===== src/rtl/mux_nw_scan.sv =====
// Registered N-channel W-bit selector with manual select and auto-scan rotation; 1-cycle latency.
// No backpressure: hold freezes all state. Optional f_par output when MUX_NW_PARITY_EN is defined.
module mux_nw_scan #(
    parameter  int W     = 3,
    parameter  int N     = 4,
    parameter  int DWELL = 8,
    localparam int SELW  = (N > 1) ? $clog2(N) : 1
) (
    input  logic              clk,
    input  logic              rst_n,
    input  logic [N*W-1:0]    in_bus,
    input  logic              mode,
    input  logic [SELW-1:0]   sel,
    input  logic              hold,
    output logic [W-1:0]      f,
    output logic [SELW-1:0]   ch,
    output logic              ch_chg,
    output logic              scan_wrap
`ifdef MUX_NW_PARITY_EN
    ,
    output logic              f_par
`endif
);

    localparam int CNTW = (DWELL > 1) ? $clog2(DWELL) : 1;
    localparam logic [SELW:0]   N_EXT    = (SELW+1)'(N);
    localparam logic [SELW-1:0] CH_LAST  = SELW'(N - 1);
    localparam logic [CNTW-1:0] CNT_LAST = CNTW'(DWELL - 1);

    typedef enum logic {MAN, SCAN} state_t;

    state_t          state, state_nx;
    logic [CNTW-1:0] cnt, cnt_nx;
    logic [SELW-1:0] ch_nx;
    logic [W-1:0]    f_nx;
    logic            wrap_nx;
    logic            sel_ok;

    // A mode change always takes priority over a dwell expiry on the same edge.
    always_comb begin
        state_nx = state;
        cnt_nx   = cnt;
        ch_nx    = ch;
        wrap_nx  = 1'b0;
        sel_ok   = ({1'b0, sel} < N_EXT);
        if (!mode) begin
            state_nx = MAN;
            cnt_nx   = '0;
            if (sel_ok)
                ch_nx = sel;
        end else if (state == MAN) begin
            state_nx = SCAN;
            cnt_nx   = '0;
        end else if (cnt == CNT_LAST) begin
            cnt_nx  = '0;
            wrap_nx = (ch == CH_LAST);
            ch_nx   = (ch == CH_LAST) ? '0 : ch + 1'b1;
        end else begin
            cnt_nx = cnt + 1'b1;
        end
    end

    always_comb begin
        f_nx = '0;
        for (int k = 0; k < N; k++)
            if (ch_nx == SELW'(k))
                f_nx = in_bus[k*W +: W];
    end

    always_ff @(posedge clk or negedge rst_n) begin
        if (!rst_n) begin
            state     <= MAN;
            cnt       <= '0;
            ch        <= '0;
            f         <= '0;
            ch_chg    <= 1'b0;
            scan_wrap <= 1'b0;
`ifdef MUX_NW_PARITY_EN
            f_par     <= 1'b0;
`endif
        end else if (!hold) begin
            state     <= state_nx;
            cnt       <= cnt_nx;
            ch        <= ch_nx;
            f         <= f_nx;
            ch_chg    <= (ch_nx != ch);
            scan_wrap <= wrap_nx;
`ifdef MUX_NW_PARITY_EN
            f_par     <= ^f_nx;
`endif
        end else begin
            ch_chg    <= 1'b0;
            scan_wrap <= 1'b0;
        end
    end

endmodule


===== config.mk =====
export PLATFORM = sky130hd
export DESIGN_NAME = mux_nw_scan
export DESIGN_NICKNAME = d
export VERILOG_FILES = /design/src/rtl/mux_nw_scan.sv
export SDC_FILE = /design/constraint.sdc
export NUM_CORES = 1
export LEC_CHECK = 0
export CORE_MARGIN = 5
export CORE_UTILIZATION = 45
export CTS_BUF_LIST = sky130_fd_sc_hd__clkbuf_16
export CTS_CLUSTER_SIZE = 28
export DETAILED_ROUTE_END_ITERATION = 10
export PLACE_DENSITY = 0.8
export SETUP_SLACK_MARGIN = 0.15
export SLEW_MARGIN = 20
export SYNTH_ARGS = -nofsm -noshare
export SYNTH_HDL_FRONTEND = slang
export SYNTH_SLANG_ARGS = --single-unit

===== constraint.sdc =====
create_clock -name clk -period 3.2 [get_ports clk]
set_clock_uncertainty 0.15 [all_clocks]
set_input_delay 0.48 -clock clk [delete_from_list [all_inputs] [get_ports clk]]
set_output_delay 0.48 -clock clk [all_outputs]
set_load 0.1 [all_outputs]

# Word-level counts from Yosys, hierarchy flattened

Index checks and enable logic that the tools add are counted.

Register bits after elaboration: 11
Input port bits: 18

Add/subtract/negate cells: 2
Eq/ne operators: 6
Multiplexer cells: 17
Reduce and logical (&&, ||, !) cells: 1

Operator list:

| cell                | count |
|---|---|
| $mux 3              | 7 |
| $mux 2              | 4 |
| $eq 2x2->1 const B  | 3 |
| $mux 1              | 6 |
| $add 3x1->3 const B | 1 |
| $eq 3x3->1 const B  | 1 |
| $add 2x1->2 const B | 1 |
| $eq 2x1->1 const B  | 1 |
| $logic_not 2->1     | 1 |
| $ne 2x2->1          | 1 |

# Logic depth before layout (Yosys ltp)

Word-level depth: 10
Depth in mapped cells: 6
Mapped depth without buffers: 6

# Worst setup path before layout

No wires, ideal clock.

Path kind: register to register
Start point: register ch[0]
End point: register f[0]
Setup time: 0.146 ns
Data arrival time: 2.101 ns
Data required time: 2.904 ns
Path slack: 0.803 ns
Cell stages (with the launch flop): 6
Path buffers: 0
Cells stage by stage: dfrtp_1 > ha_1 > nand3_4 > a31o_4 > a2111oi_0 > a221oi_1

Longest elaborated chain between the ends: 10
Elaborated cells between the ends (all ways): 14
Classes of those cells: 1 x add/sub; 4 x eq/ne; 8 x mux; 1 x reduce/logical

Ends and longest elaborated chain:

| item                                      | RTL line | source |
|---|---|---|
| start, declared                           | 16       | `output logic [SELW-1:0] ch,` |
| start signal, assigned                    | 84       | `ch <= ch_nx;` |
| $add 2x1->2 or $eq 2x2->1 (tied branches) | 57       | `ch_nx = (ch == CH_LAST) ? '0 : ch + 1'b1;` |
| $mux 2                                    | 57       |  |
| $mux 2                                    | 54       | `end else if (cnt == CNT_LAST) begin` |
| $mux 2 *                                  | 51       | `end else if (state == MAN) begin` |
| $mux 2 *                                  | 46       | `if (!mode) begin` |
| $logic_not 2->1                           | 66       | `if (ch_nx == SELW'(k))` |
| $mux 3 (3 in series)                      | 66       |  |
| $mux 3 *                                  | 66       |  |
| end signal, assigned                      | 85       | `f <= f_nx;` |
| end, declared                             | 15       | `output logic [W-1:0] f,` |

Mark *: on every way between the ends. The rest lies on a longest branch, timed or not.
A chain may end at the register's enable or synchronous reset.

# Worst setup path after layout

Start point: input port mode
End point: register f[2]

Longest elaborated chain between the ends: 6
Elaborated cells between the ends (all ways): 9
Classes of those cells: 3 x eq/ne; 5 x mux; 1 x reduce/logical

Ends and longest elaborated chain:

| item                 | RTL line | source |
|---|---|---|
| start, declared      | 12       | `input logic mode,` |
| $mux 2 *             | 46       |  |
| $logic_not 2->1      | 66       |  |
| $mux 3 (3 in series) | 66       |  |
| $mux 3 *             | 66       |  |

Marked as above.

==> results_dict.tcl <==
set metrics [dict create \
    slew_headroom 0.6010 \
    tritoncts.num_buffers 3 \
    place_congestion 0.7724 \
    ctsLongestPathBuffers 2 \
    core_region_area_um2 1489 \
    stdcell_area_um2 998.5 \
    timing_worst_slew_pin_value_ns 0.5966 \
    worst_setup_path_end_kind "flip-flop" \
    fin_tns_setup_ns 0 \
    p_leak_nw 0.4318 \
    count_of_nets_after_finishing 112 \
    clk_transition_reported_paths_ns 0.04 \
    cts_tree "yes" \
    die_width_um 49.57 \
    min-delay-start "cnt[2]" \
    post_synthesis_cell_area_um2 704.4 \
    netlist.area_leader.share 0.3908 \
    antenna_found_initial 0 \
    layout-drive-gt1-share 0.1778 \
    ys_seq_area_frac 0.3908 \
    first_global_vias 636 \
    ys.warnings.count 0 \
    number_of_slew_limit_violations_in_the_final_report 0 \
    critPathArrivalTime_ns 2.33 \
    clkSinkCount 11 \
    clk-insertion-delay-late_ns 0.24 \
    power.total_mw 0.5887 \
    yosys-top-cells-area "sky130_fd_sc_hd__dfrtp_1, sky130_fd_sc_hd__o21ai_0, sky130_fd_sc_hd__ha_1" \
    number_of_iterations_in_the_first_detailed_routing_pass 4 \
    setup_violations 0 \
    mappedNetlistNets 88 \
    rrSetupSlack_ns 0.92 \
    critical_path.reg2reg.endpoint "f[2]" \
    gate_count_of_the_mapped_netlist 67 \
    netlist.top_cell.by_area "sky130_fd_sc_hd__dfrtp_1" \
    postCtsSetupRepairBufs 0 \
    timing.critical_path.from_type "input port" \
    number_of_max_capacitance_violations_reported 0 \
    grt_usage 0.1465 \
    pin_count_of_the_biggest_net_entering_global_routing 20 \
    vdd_drop_max_mv 0.3392 \
    worstSetupPathType "in2reg" \
    post-route-min-period_ns 2.397 \
    cts_resized 0 \
    cts.htree.levels 1 \
    ant_nets 0 \
    effective_utilization_at_floorplan 0.4731 \
    min_period_over_period 0.7490 \
    status "completed" \
    power_per_cell_area_nw_per_um2 589.6 \
    avgRoutedWirePerCell_um 14.97 \
    place_area_um2 919.6 \
    first_iter_violations 8 \
    vias 620 \
    cts_root_buffer "sky130_fd_sc_hd__clkbuf_16" \
    die_area_um2 2457 \
    aggregate_global_routing_overflow 0 \
    achievable-frequency_mhz 417.2 \
    netlist-cell-type-count 30 \
    die_h_um 49.57 \
    syn2layout_area_growth_pct 41.74 \
    place.detailed.hpwl_um 1168 \
    timing.hold.worst.class "reg2reg" \
    drc_errors 0 \
    diodes 0 \
    timing_hold_violations_final 0 \
    worst-r2r-cell-count 6 \
    whs_endpoint "cnt[2]" \
    crit_path_max_fanout 18 \
    ioPinCount 25 \
    avgSynthCellArea_um2 10.51 \
    required_ns 3.13 \
    holdBufCountCts 0 \
    timing.hold.worst_path_depth 2 \
    grt_setup_unrepaired "no" \
    buffer_ports.inserted 24 \
    synth_seq_cells 11 \
    wl_um 1587 \
    std_cell_rows 14 \
    route.detailed.vias_per_inst 5.849 \
    first_pass_grt_wire_length_um 2856 \
    critical_path.reg2reg.startpoint "cnt[0]" \
]
-- worst max-delay path by stage --
stage	depth (start not counted)	from	endpoint	slack, ns
after detailed placement	5	mode	f[2]	0.59
after floorplan	5	ch[0]	f[0]	0.80
after global placement	5	mode	f[2]	0.64
after CTS	5	mode	f[2]	0.82
after global routing	5	mode	f[2]	0.59
final	5	mode	f[2]	0.80
-- power breakdown --
part	leakage, nW	internal (mW)	switching [mW]
registers	0.136	0.154	0.0161
clock network	0.0423	0.164	0.0613
logic	0.253	0.0651	0.128
total	0.432	0.383	0.205
-- layout make-up --
class                      count  area [um2]
sequential                    11       275.3
multi-input combinational     48       390.4
clock inverter                 1       3.754
tap                           16       20.02
inverter                       3       11.26
timing repair buffer          24       222.7
clock buffer                   3       75.07
fill                         120       490.5
-- state kept, by name (all words and copies together), names as in the netlist --
signal and flops:
ch_chg 1, ch 2, state 1, scan_wrap 1, cnt 3, f 3
-- cell usage in the layout, fill, tap and decap left out, types with 2 or more instances in the layout --
| master | n |
|---|---|
| sky130_fd_sc_hd__ha_1 | 3 |
| sky130_fd_sc_hd__a2111oi_0 | 3 |
| sky130_fd_sc_hd__nand2_1 | 4 |
| sky130_fd_sc_hd__clkbuf_16 | 3 |
| sky130_fd_sc_hd__a31oi_1 | 4 |
| sky130_fd_sc_hd__o21ai_0 | 8 |
| sky130_fd_sc_hd__dfrtp_1 | 11 |
| sky130_fd_sc_hd__clkdlybuf4s50_1 | 17 |
| sky130_fd_sc_hd__inv_1 | 4 |
| sky130_fd_sc_hd__nor2b_1 | 2 |
| sky130_fd_sc_hd__mux2i_1 | 3 |
| sky130_fd_sc_hd__buf_4 | 7 |
| sky130_fd_sc_hd__nor2_1 | 2 |
| sky130_fd_sc_hd__a221oi_1 | 3 |
| sky130_fd_sc_hd__nand3_1 | 2 |
-- logic make-up (layout without fill, tap and decap cells) --
| kind of cell | Yosys count | count (layout) | synth area share |
|---|---|---|---|
| xor+xnor | 2 | 2 | 0.02487 |
| mux | 4 | 4 | 0.05862 |
| simple gates | 14 | 14 | 0.1261 |
| flops | 11 | 11 | 0.3908 |
| fa+ha+maj | 3 | 3 | 0.05329 |
| compound gates | 25 | 25 | 0.2913 |
| buf+inv | 8 | 31 | 0.05505 |
-- cell usage after synthesis --
master                       n
sky130_fd_sc_hd__clkbuf_1    2
sky130_fd_sc_hd__a2111oi_0   3
sky130_fd_sc_hd__nand3_1     2
sky130_fd_sc_hd__dfrtp_1    11
sky130_fd_sc_hd__mux2i_1     3
sky130_fd_sc_hd__a31oi_1     4
sky130_fd_sc_hd__a31oi_4     1
sky130_fd_sc_hd__a21oi_1     1
sky130_fd_sc_hd__ha_1        3
sky130_fd_sc_hd__nor2b_1     2
sky130_fd_sc_hd__nor4bb_1    1
sky130_fd_sc_hd__a21o_1      1
sky130_fd_sc_hd__nand4bb_1   1
sky130_fd_sc_hd__buf_1       1
sky130_fd_sc_hd__a21bo_4     1
sky130_fd_sc_hd__a31o_4      1
sky130_fd_sc_hd__xnor2_1     1
sky130_fd_sc_hd__buf_2       1
sky130_fd_sc_hd__a21bo_2     1
sky130_fd_sc_hd__o21ai_0     8
sky130_fd_sc_hd__nor2_1      2
sky130_fd_sc_hd__nand3_4     1
sky130_fd_sc_hd__inv_1       3
sky130_fd_sc_hd__buf_6       1
sky130_fd_sc_hd__mux2_2      1
sky130_fd_sc_hd__a221oi_1    3
sky130_fd_sc_hd__xor2_1      1
sky130_fd_sc_hd__a32o_1      1
sky130_fd_sc_hd__nor3_1      1
sky130_fd_sc_hd__nand2_1     4
-- stage by stage --
step | hold slack [ns] | util | setup WS, ns | cells
after floorplan | 0.03441 | - | 0.8031 | 67
after global placement | 0.3232 | 0.6176 | 0.6437 | 102
after detailed placement | 0.3381 | 0.6176 | 0.5855 | 102
after CTS | 0.3518 | 0.6706 | 0.8179 | 106
after global routing | 0.3611 | 0.6706 | 0.5927 | 106
final | 0.3447 | 0.6706 | 0.8032 | 106
-- worst max-delay path, cell delays in order --
cell                              delay (ns)
sky130_fd_sc_hd__clkdlybuf4s50_1        0.83
sky130_fd_sc_hd__nor2_1                 0.19
sky130_fd_sc_hd__a31o_4                 0.26
sky130_fd_sc_hd__a2111oi_0              0.46
sky130_fd_sc_hd__a221oi_1               0.10
-- metal layers --
metal	GRT usage	vias to the layer above	routed length, um
li1	-	301	-
met1	0.1791	284	709
met2	0.2225	30	711
met3	0.03614	5	118
met4	0.1004	0	48
met5	0	-	0
No activity file was read; power rests on OpenSTA's default activity.
